==> config.mk <==
export PLATFORM = sky130hd
export DESIGN_NAME = serial_subtractor_16_bit
export DESIGN_NICKNAME = d
export VERILOG_FILES = /design/src/rtl/serial_subtractor_16_bit.sv
export SDC_FILE = /design/constraint.sdc
export NUM_CORES = 1
export LEC_CHECK = 0
export ABC_AREA = 1
export BUFFER_PORTS_ARGS = -buffer_cell sky130_fd_sc_hd__buf_2
export CAP_MARGIN = 15
export CELL_PAD_IN_SITES_DETAIL_PLACEMENT = 1
export CELL_PAD_IN_SITES_GLOBAL_PLACEMENT = 2
export CORE_MARGIN = 4
export CORE_UTILIZATION = 25
export CTS_BUF_LIST = sky130_fd_sc_hd__clkbuf_2 sky130_fd_sc_hd__clkbuf_4 sky130_fd_sc_hd__clkbuf_8
export DETAILED_ROUTE_END_ITERATION = 8
export GPL_TIMING_DRIVEN = 1
export HOLD_SLACK_MARGIN = 0.02
export PLACE_DENSITY = 0.68
export RECOVER_POWER = 25
export SYNTH_ARGS = -nofsm -noshare
export SYNTH_HDL_FRONTEND = slang
export SYNTH_SLANG_ARGS = --single-unit
==> constraint.sdc <==
create_clock -name clk -period 4.5 [get_ports clk]
set_input_delay 0.225 -clock clk [delete_from_list [all_inputs] [get_ports clk]]
set_output_delay 0.225 -clock clk [all_outputs]
set_load 0.1 [all_outputs]
==> src/rtl/serial_subtractor_16_bit.sv <==
// Bit-serial subtractor: computes a - b - bin one bit per clock, LSB first.
// The result and borrow-out are published in one step when the last bit completes.
module serial_subtractor_16_bit #(
    parameter int WIDTH = 16
) (
    input  logic             clk,
    input  logic             rst_n,
    input  logic             start,
    input  logic [WIDTH-1:0] a,
    input  logic [WIDTH-1:0] b,
    input  logic             bin,
    output logic             ready,
    output logic             busy,
    output logic             done,
    output logic [WIDTH-1:0] diff,
    output logic             bout
);

    localparam int CW = (WIDTH > 1) ? $clog2(WIDTH) : 1;
    localparam logic [CW-1:0] LAST = CW'(WIDTH - 1);

    typedef enum logic {
        IDLE = 1'b0,
        RUN  = 1'b1
    } state_t;

    state_t           state;
    logic [CW-1:0]    cnt;
    logic [WIDTH-1:0] a_reg;
    logic [WIDTH-1:0] b_reg;
    logic             br;
    logic [WIDTH-1:0] acc;

    logic             a_bit;
    logic             b_bit;
    logic             d_bit;
    logic             br_next;
    logic [WIDTH-1:0] acc_next;

    // One full-subtractor cell, fed by the bit selected by the counter.
    always_comb begin
        a_bit         = a_reg[cnt];
        b_bit         = b_reg[cnt];
        d_bit         = a_bit ^ b_bit ^ br;
        br_next       = (~a_bit & b_bit) | (~(a_bit ^ b_bit) & br);
        acc_next      = acc;
        acc_next[cnt] = d_bit;
    end

    assign ready = (state == IDLE);
    assign busy  = (state == RUN);

    always_ff @(posedge clk or negedge rst_n) begin
        if (!rst_n) begin
            state <= IDLE;
            cnt   <= '0;
            a_reg <= '0;
            b_reg <= '0;
            br    <= 1'b0;
            acc   <= '0;
            diff  <= '0;
            bout  <= 1'b0;
            done  <= 1'b0;
        end else begin
            done <= 1'b0;
            case (state)
                IDLE: begin
                    if (start) begin
                        a_reg <= a;
                        b_reg <= b;
                        br    <= bin;
                        cnt   <= '0;
                        acc   <= '0;
                        state <= RUN;
                    end
                end
                RUN: begin
                    acc <= acc_next;
                    br  <= br_next;
                    // The final bit goes straight to the outputs so diff never shows a partial value.
                    if (cnt == LAST) begin
                        diff  <= acc_next;
                        bout  <= br_next;
                        done  <= 1'b1;
                        cnt   <= '0;
                        state <= IDLE;
                    end else begin
                        cnt <= cnt + 1'b1;
                    end
                end
                default: state <= IDLE;
            endcase
        end
    end

endmodule

-- Word-level counts from Yosys, hierarchy flattened
Cells that the tools add are included.
- equality and inequality tests: 2
- magnitude comparators: 2
- bitwise operators: 8
- add/sub/neg operators: 1
- reductions and logical operators: 3
- multiplexer cells: 19
- operators with widths (cell ; count):
    case mux 16 bit (2 select lines) ; 1
    bitwise mux 16 bit ; 1
    two-way mux 16 bit ; 1
    binary-select mux 1 bit (select 4 bit) ; 2
    two-way mux 1 bit ; 8
    two-way mux 4 bit ; 2
    case mux 4 bit (2 select lines) ; 1
    less-than comparator 4 x 5 -> 1 bit, second input constant ; 1
    adder 4 x 1 -> 4 bit, second input constant ; 1
    demux 1 bit (select 4 bit) ; 1
    == test 4 bit, second input constant ; 1
    >= comparator 4 x 1 -> 1 bit, second input constant ; 1
    case mux 1 bit (2 select lines) ; 2
    AND reduction 2 bit ; 2
    NOT 1 bit ; 3
    AND 1 bit ; 2
    != test 2 bit, second input constant ; 1
    bitwise XOR 1 bit ; 2
    logical AND 1 bit ; 1
    bitwise OR 1 bit ; 1
- output and inout port bits: 20
- flip-flop bits (word level): 72
- input bits: 36
- word-level logic and storage cells: 44

-- Depth between registers and ports, before layout
Gate-level depths: netlist of run 1.
- depth after elaboration: 7
- depth in mapped cells: 15
- depth with buffers taken out: 13

-- Least setup slack after synthesis of run 1
Ideal clock, no wire load.
- path type: flip-flop to flip-flop
- start: reg cnt[0]
- end: reg acc[8]
- slack: 2.218 ns
- clock period less this slack: 2.282 ns
- library setup time: 0.131 ns
- arrival time: 2.151 ns
- buffers on the path: 2
- cell stages (with the launch flop): 16
- data required time: 4.369 ns
- cells stage by stage: dfrtp_1 inv_1 buf_2 nand2_1 nand3_1 nand2_1 nand2_1 nand2_1 inv_1 nand2_1 fa_1 inv_1 buf_2 nand3_1 nand3_1 o21ai_0
- cells in the longest elaborated chain, start to end: 6
- elaborated cells on any way between the ends: 13
- classes of those cells: 2 x order compare; 8 x mux; 2 x bitwise; 1 x reduce/logical
- ends and longest elaborated chain (item ; line ; source):
    start, declared ; 28 ; logic [CW-1:0] cnt;
    start signal, assigned ; 88 ; cnt <= cnt + 1'b1;
    less-than comparator 4 x 5 -> 1 bit (implied by the code) (tied with other cells) ; 47 ; acc_next[cnt] = d_bit;
    logical AND 1 bit (implied by the code) (tied with other cells) ; 47 ;
    two-way mux 1 bit (implied by the code) or bitwise XOR 1 bit (tied branches) ; 47, 44 ;
    demux 1 bit (select 4 bit) or bitwise XOR 1 bit (tied branches) ; 47, 44 ;
    bitwise mux 16 bit (*) ; 47 ;
    case mux 16 bit (2 select lines) (*) ; 66 ; case (state)
    end signal, assigned ; 78 ; acc <= acc_next;
    end, declared ; 32 ; logic [WIDTH-1:0] acc;
Every way passes the cells marked *; elsewhere a longest branch is shown, timed or not. The select of a mux whose other input is x is not followed.
A chain may end at the register's enable or synchronous reset.

-- Worst setup path after layout of run 1
Same ends and word-level chain as after synthesis.

==> results of run 1 <==
==> per-stage QoR <==
step	utilization, %	cells	hold slack (ns)
2_1_floorplan	-	425	-0.07059
3_3_place_gp	28.62	640	0.2769
3_5_place_dp	28.62	640	0.2869
4_1_cts	30.04	657	0.05147
5_1_grt	29.90	657	0.05755
6_report	29.90	657	0.06602
==> cell families after synthesis <==
kind of cell               count (synthesis)  share of synthesized area, %
AOI/OAI and AO/OA                         71                         11.18
adders and majority gates                  5                         2.060
and+or+nand+nor                          197                         24.16
DFF                                       71                         52.22
buffers and inverters                     80                         10.11
xor gates and xnor gates                   1                        0.2575
==> worst max-delay path, cell delays in order, from the launching register on <==
cell,delay [ns]
dfrtp_1,0.37
buf_4,0.21
inv_1,0.35
nand2_1,0.10
nand3_1,0.10
nand2_1,0.06
nand2_1,0.05
nand2_1,0.05
inv_1,0.04
nand2_1,0.06
fa_1,0.52
inv_1,0.36
nand3_1,0.14
nand3_1,0.15
o21ai_0,0.11
==> synth_stat cells <==
cell | instances | area, µm²
buf_6 | 3 | 33.78
nand3_1 | 38 | 190.2
buf_2 | 10 | 50.05
nand2_4 | 1 | 11.26
inv_2 | 3 | 11.26
nand2_1 | 143 | 536.8
ha_1 | 4 | 50.05
nor2_4 | 3 | 33.78
xor2_1 | 1 | 8.760
clkbuf_1 | 3 | 11.26
dfrtp_1 | 71 | 1777
nand2_2 | 2 | 12.51
fa_1 | 1 | 20.02
o21ai_2 | 5 | 43.79
nor2_1 | 10 | 37.54
clkbuf_2 | 1 | 5.000
inv_1 | 58 | 217.7
o21ai_1 | 12 | 60.06
o221ai_1 | 1 | 8.760
buf_4 | 2 | 15.01
o22ai_1 | 2 | 12.51
o21ai_0 | 51 | 255.2
==> how the worst min path moves through the flow <==
stage	start	endpoint	slack (ns)	depth (start not counted)
after global routing	a[4]	a_reg[4]	0.06	3
after detailed placement	rst_n	diff[12]	0.29	1
after CTS	a[4]	a_reg[4]	0.05	3
final	a[4]	a_reg[4]	0.07	3
after floorplan	rst_n	a_reg[0]	-0.07	0
after global placement	rst_n	diff[0]	0.28	1
==> metal layers <==
layer  vias up  track usage [%]  wire, µm
met4         0            3.675       136
li1       1419                -         -
met2        49            18.99      4064
met3        11            3.173       385
met5         -                0         0
met1      1327            16.17      4187
==> repair_timing <==
item / 4_1_cts / 5_1_grt
hold buffers: 1 / 0
endpoints found under the hold margin: 26 / 0
endpoints found under the setup margin: 0 / 0
==> cell usage in the layout, fill, tap and decap left out <==
cell type / count
nor2_1: 10
nand2_1: 143
o21ai_2: 5
dfrtp_1: 71
buf_4: 3
buf_2: 40
nor2_4: 3
inv_2: 3
o21ai_0: 51
fa_1: 1
nand2_2: 2
clkinv_4: 1
nand2_4: 1
ha_1: 4
o221ai_1: 1
clkbuf_4: 3
clkbuf_1: 15
xor2_1: 1
dlygate4sd3_1: 1
o21ai_1: 12
nand3_1: 38
inv_1: 58
clkinv_2: 2
o22ai_1: 2
clkbuf_8: 10
==> layout make-up <==
cell class	instances	area (µm²)
fillers	1643	9320
flip-flops and latches	71	1777
multi-input cells	274	1281
repair buffers	59	289.0
inverters	61	229.0
well taps	176	220.2
clock buffers	13	160.2
clock inverters	3	18.77
==> flow_summary.yaml, run 1 <==
route:
  drtAntennaViolNets: 0
  vias: 2806
  via_per_inst: 4.271
  wl_per_cell_um: 13.36
  routed_wl_mm: 8.775
  drt_iter0_markers: 78
  drcViolationCount: 0
  dr.pass1.iters: 4
worst_setup_path:
  critPathRequiredTime_ns: 4.72
  r2r-start: "cnt[0]"
  r2r_setup_slack_ns: 1.67
  path_class: "reg -> reg"
  cp-end-kind: "flop"
  crit_path_end: "acc[8]"
  cp_max_fo: 26
  start_kind: "flop"
  regToRegEndpoint: "acc[8]"
  crit_start: "cnt[0]"
  ff2ff_path_depth: 14
  worst_ep_arrival_time_ns: 3.05
global_route:
  grt_pass1_wl_mm: 15.15
  grt_use_total_pct: 12.03
  antenna_found_initial: 0
  grt_pass1_vias: 3022
  grt_max_degree: 61
  overflow: 0
clock_network:
  cts_max_level: 3
  clk_pin_slew_ns: 0.08
  cts_buffer_depth: 2
  clock_latency_ns: 0.36
  cts_buffers: 9
  cts_root_buf: "clkbuf_8"
  clock_sinks: 71
  cts_tree: "built"
  cts_resized: 0
  cts_setup_buffers: 0
synthesis:
  synth_seq_cells: 71
  synth_cells: 425
  syn_nets: 466
  ys_types: 22
  ys_warn_count: 0
  yosysSeqAreaShare_pct: 52.23
  avgSynthCellArea_um2: 8.005
  syn_area_um2: 3402
worst_hold_path:
  hp-class: "in -> reg"
die:
  ios: 56
  coreArea_um2: 13300
  fp-row-count: 42
  die_area_um2: 15540
  die_y_um: 124.7
  fp.dieW_um: 124.7
  start_util_pct: 25.59
placed_design:
  gp_congestion: 0.7707
  post-place-ws_ns: 1.644
  portBuffers: 55
  hpwlAfterDp_mm: 6.290
  place_area_um2: 3805
sta:
  timing.final.crit_share_pct: 62.79
  drv_slew: 0
  worst_clock_skew_ns: 0.009870
  rsz0062_at_grt: "no"
  fin_tns_setup_ns: 0
  final-hold-violation-count: 0
  period_needed_ns: 2.826
  worstMarginPinSlew_ns: 1.491
  maxSlewHeadroom_pct: 0.6306
  setup_slack_ns: 1.674
  fmax_ghz: 0.3539
  finalSetupViolCount: 0
run_status:
  outcome: "completed"
run:
  drv_cap: 0
layout:
  fin_nets: 517
  drive_gt1_share_pct: 15.18
  syn_to_final_growth_pct: 16.84
  finalInstanceArea_um2: 3975
  antennaDiodeCount: 0
Power of run 1 is not shown: default switching activity piles up to over one toggle a cycle in this logic, so the estimate is an artifact.
==> run 2, diff against run 1 <==
- clock period: 4.5 -> 2.7 ns (I/O delays scaled with it)
==> run 2 against run 1 <==
Net effect:
- the flow now finishes with violations (max-capacitance violations, max-slew violations)
- critical path type unchanged
- via count rose by 6.0%
- highest routed layer unchanged
- cell count grew 5.5%
- hold slack got worse by 0.019 ns
- largest cell class unchanged
==> flow_summary.yaml, run 2 (synthesis gave the netlist of run 1 again) <==
worst_hold_path:
  min_from: "bin"
  worstHoldPathCells: 3
  whs_endpoint: "br"
  hp-class: "in -> reg"
die:
  ios: 56
  fp.dieW_um: 124.7
  start_util_pct: 25.59
  die_area_um2: 15540
  coreArea_um2: 13300
  die_y_um: 124.7
  fp-row-count: 42
sta:
  worstMarginPinSlew_ns: 1.717
  period_needed_ns: 2.470
  drv_slew: 30
  timing.final.crit_share_pct: 91.47
  hold_ws_ns: 0.04719
  fmax_ghz: 0.4049
  fin_tns_setup_ns: 0
  finalSetupViolCount: 0
  rsz0062_at_grt: "no"
  maxSlewHeadroom_pct: -14.47
  final-hold-violation-count: 0
  worst_clock_skew_ns: 0.007908
global_route:
  antenna_found_initial: 0
  grt_max_degree: 43
  grt_pass1_wl_mm: 15.53
  grt_use_total_pct: 12.23
  overflow: 0
  grt_pass1_vias: 3134
route:
  dr.pass1.iters: 4
  route.met2.wl_mm: 4.357
  topRoutingLayerUsed: "met4"
  wl_met1_mm: 4.369
  wl_per_cell_um: 13.25
  vias: 2975
  drt_iter0_markers: 106
  drcViolationCount: 0
  drtAntennaViolNets: 0
  routed_wl_mm: 9.180
  route.met3.wl_um: 341
  via_per_inst: 4.293
worst_setup_path:
  critPathBufInv: 4
  cp.depth: 12
  cp_max_fo: 7
  critPathTopFamily: "adder cells"
  r2r-start: "cnt[3]"
  slowest_delay_ns: 0.66
  r2r_setup_slack_ns: 0.23
  cp_slowest_cell: "fa_2"
  path_class: "reg -> reg"
  critPathRequiredTime_ns: 2.99
  cpMostUsedCell: "nand2_1"
  path_cells: "inv_1, nand2_1, inv_2, nand2_1, nand2_1, inv_1, nand2_1, fa_2, clkinvlp_4, o21ai_1, nand2_1, nand2_1"
  regToRegEndpoint: "acc[13]"
  worst_ep_arrival_time_ns: 2.76
  start_kind: "flop"
  cp-end-kind: "flop"
  ff2ff_path_depth: 12
clock_network:
  cts_max_level: 3
  cts_tree: "built"
  cts_setup_buffers: 0
  cts_buffer_depth: 2
  clk_pin_slew_ns: 0.07
  cts_buffers: 9
  clock_sinks: 71
  clock_latency_ns: 0.35
  cts_root_buf: "clkbuf_8"
run:
  drv_cap: 1
layout:
  drive_gt1_share_pct: 18.57
  antennaDiodeCount: 0
  fill_cells: 1605
  syn_to_final_growth_pct: 28.39
  final_util_pct: 32.85
  fin_nets: 555
  mostFrequentLayoutCells: "nand2_1, dfrtp_1, inv_1"
  layout_commonest_cell: "nand2_1"
  finalNonFillerCells: 693
  multiInputGateArea_um2: 1280
  register_area_um2: 1778
placed_design:
  hpwlAfterDp_mm: 6.599
  portBuffers: 55
  gp_congestion: 0.7614
  place_inst: 646
run_status:
  outcome: "complete, but fails checks"
  violations: "max-capacitance violations, max-slew violations"
-- run 2: changes by cell type in the layout (fill, tap and decap cells not counted), moves of 2 or more --
| cell | before | now |
|---|---|---|
| dlygate4sd3_1 | 1 | 32 |
| buf_2 | 40 | 54 |
| clkbuf_1 | 15 | 1 |
| buf_4 | 3 | 8 |
| clkinvlp_4 | 0 | 3 |
| inv_1 | 58 | 56 |
-- run 2: metrics by stage --
stage          setup slack, ns  instance area (µm²)
2_1_floorplan           0.4179                 3402
3_3_place_gp            0.1061                 3862
3_5_place_dp           0.07555                 3862
4_1_cts                0.04676                 4354
5_1_grt                0.03551                 4368
6_report                0.2303                 4368
-- run 2: worst reg2reg max path, stage by stage, from the launching register on --
cell and delay [ns]:
dfrtp_1 0.49, inv_1 0.09, nand2_1 0.17, inv_2 0.11
nand2_1 0.08, nand2_1 0.05, inv_1 0.04, nand2_1 0.07
fa_2 0.66, clkinvlp_4 0.23, o21ai_1 0.27, nand2_1 0.08
nand2_1 0.06
-- run 2: final cells by class --
cell class | count | share of cell area (%)
Multi-Input combinational cell | 274 | 29.30
Inverter | 61 | 5.414
Clock inverter | 1 | 0.1146
Clock buffer | 13 | 3.810
Sequential cell | 71 | 40.70
Tap cell | 176 | 5.042
Timing Repair Buffer | 96 | 15.44
Timing Repair inverter | 1 | 0.1719
-- run 2: worst max path at each step --
stage	start	end	slack, ns
finish	cnt[3]	acc[13]	0.23
global route	cnt[0]	acc[8]	0.04
CTS	cnt[0]	acc[8]	0.05
detailed placement	cnt[0]	acc[8]	0.08
global placement	cnt[2]	acc[8]	0.11
floorplan	cnt[0]	acc[8]	0.42
-- run 2: repair_timing --
| item | in CTS | in global routing |
|---|---|---|
| hold buffers | 32 | 0 |
| setup endpoints to repair | 0 | 28 |
| endpoints found under the hold margin | 60 | 0 |
| resized for setup | 0 | 6 |
-- run 2: metal layers --
metal	global-route usage, %	vias to the layer above
li1	-	1501
met4	3.288	0
met2	19.82	46
met5	0	-
met3	3.388	10
met1	16.10	1418
Power of run 2 is left out for the same reason.
==> run 3, diff against run 2 <==
- PLACE_DENSITY: 0.68 -> default
- PLACE_DENSITY_LB_ADDON: default -> 0.1
- clock period: 2.7 -> 3.05 ns (I/O delays scaled with it)
==> run 3 against run 2 <==
Net effect:
- the run still ends with max-capacitance violations, max-slew violations left
- global-route usage increased by 0.91 points
- sequential share of layout area is 0.34 points lower
- critical endpoint is now acc[9]
- first-iteration DRC count up 0.94%
- critical path type unchanged
- sequential cell count is the same
- highest routed layer unchanged
- setup slack gained 0.19 ns
- clock skew is 0.0034 ns higher
- die area unchanged
- core utilization grew 0.25 points
- cell count fell by 0.43%
==> flow_summary.yaml, run 3 (synthesis gave the netlist of run 1 again) <==
clock_network:
  cts_max_level: 3
  cts_tree: "built"
  cts_buffer_depth: 2
  cts_root_buf: "clkbuf_8"
  clock_latency_ns: 0.37
  clk_pin_slew_ns: 0.08
  clock_sinks: 71
  cts_buffers: 9
run_status:
  violations: "max-capacitance violations, max-slew violations"
  outcome: "complete, but fails checks"
route:
  drcViolationCount: 0
  dr.pass1.iters: 4
  drtAntennaViolNets: 0
  drt_iter0_markers: 107
  wl_per_cell_um: 13.64
  vias: 2936
  via_per_inst: 4.255
  routed_wl_mm: 9.409
worst_hold_path:
  hp-class: "in -> reg"
power_and_ir_drop:
  pwr-share-clk_pct: 18.2
  combPwrFrac_pct: 53.2
  seqPwrFrac_pct: 28.6
  power_density_nw_per_um2: 1264
  p_leak_nw: 2.193
  ir_drop_uv: 460.3
  internal_power_mw: 2.714
  switching_power_mw: 2.849
  swShare_pct: 51.21
die:
  fp.dieW_um: 124.7
  die_y_um: 124.7
  start_util_pct: 25.59
  coreArea_um2: 13300
  die_area_um2: 15540
  ios: 56
  fp-row-count: 42
placed_design:
  hpwlAfterDp_mm: 6.496
  gp_congestion: 0.7361
  portBuffers: 55
  post-place-ws_ns: 0.4099
global_route:
  grt_pass1_wl_mm: 16.33
  grt_max_degree: 72
  overflow: 0
  antenna_found_initial: 0
  grt_pass1_vias: 3159
  grt_use_total_pct: 13.14
worst_setup_path:
  worst_ep_arrival_time_ns: 2.85
  critPathRequiredTime_ns: 3.27
  path_class: "reg -> reg"
  cp-end-kind: "flop"
  r2r_setup_slack_ns: 0.42
  start_kind: "flop"
  cp_max_fo: 14
sta:
  setup_slack_ns: 0.4193
  timing.final.crit_share_pct: 86.25
  hold_ws_ns: 0.04957
  maxSlewHeadroom_pct: -23.79
  finalSetupViolCount: 0
  worstMarginPinSlew_ns: 1.857
  period_needed_ns: 2.631
  worst_clock_skew_ns: 0.01132
  fmax_ghz: 0.3801
  rsz0062_at_grt: "no"
  final-hold-violation-count: 0
  fin_tns_setup_ns: 0
  drv_slew: 72
layout:
  drive_gt1_share_pct: 17.51
  antennaDiodeCount: 0
  layout_commonest_cell: "nand2_1"
  fill_cells: 1594
  mostFrequentLayoutCells: "nand2_1, dfrtp_1, inv_1"
  fin_nets: 550
  syn_to_final_growth_pct: 29.39
run:
  drv_cap: 1
-- run 3: per-stage QoR --
stage               cell area (µm²)  utilization [%]  power (mW)  cells
floorplan                      3402                -       3.954    425
global placement               3820            28.73       4.575    642
detailed placement             3820            28.73       4.613    642
CTS                            4404            33.13       5.685    690
global route                   4402            33.11       6.072    690
finish                         4402            33.11       5.562    690
-- run 3: area by class of cell --
cell class	count	area [µm²]	area share [%]
flip-flops and latches	71	1777	40.36
multi-input cells	274	1281	29.11
repair buffers	92	630.6	14.33
inverters	61	229.0	5.202
well taps	176	220.2	5.003
clock inverters	6	132.6	3.013
clock buffers	10	131.4	2.985
-- run 3: what timing repair did --
action / in CTS / in global routing
endpoints found under the hold margin: 32 / 0
gates resized for setup: 0 / 0
endpoints found under the setup margin: 0 / 0
hold buffers: 32 / 0
setup buffers: 0 / 0
-- run 3: power groups by stage --
stage	sequential [mW]	combinational (mW)	clock (mW)
after global routing	1.65	3.33	1.09
after global placement	1.61	2.97	0
after floorplan	2.41	1.55	0
after CTS	1.60	3.03	1.05
after detailed placement	1.62	2.99	0
final	1.59	2.96	1.01
-- run 3: path summary, 6_finish.rpt --
kind | startpoint | end | depth (start not counted)
min reg2reg | diff[15] | diff[15] | 2
max reg2reg | cnt[0] | acc[9] | 12
max | cnt[0] | acc[9] | 12
min | bin | br | 3
max in group asynchronous | rst_n | acc[9] | 2
min in group asynchronous | rst_n | diff[9] | 2
-- run 3: layer usage --
layer / GRT usage [%] / vias to the layer above / part of all wire [%]
met2: 22.01 / 39 / 50
met1: 16.16 / 1397 / 45
li1: - / 1491 / -
met3: 3.731 / 9 / 3.4
met5: 0 / - / 0
met4: 4.642 / 0 / 1.6
-- run 3: critical path: stages, from the launching register on --
cell and delay [ns]:
dfrtp_1 0.40, inv_1 0.35, nand2_1 0.10, nand3_1 0.09, nand2_1 0.06, nand2_1 0.05
nand2_1 0.04, nor2_1 0.15, fa_1 0.48, inv_1 0.34, nand3_1 0.15, nand3_1 0.14
o21ai_0 0.12
(Power assumes the default switching activity.)
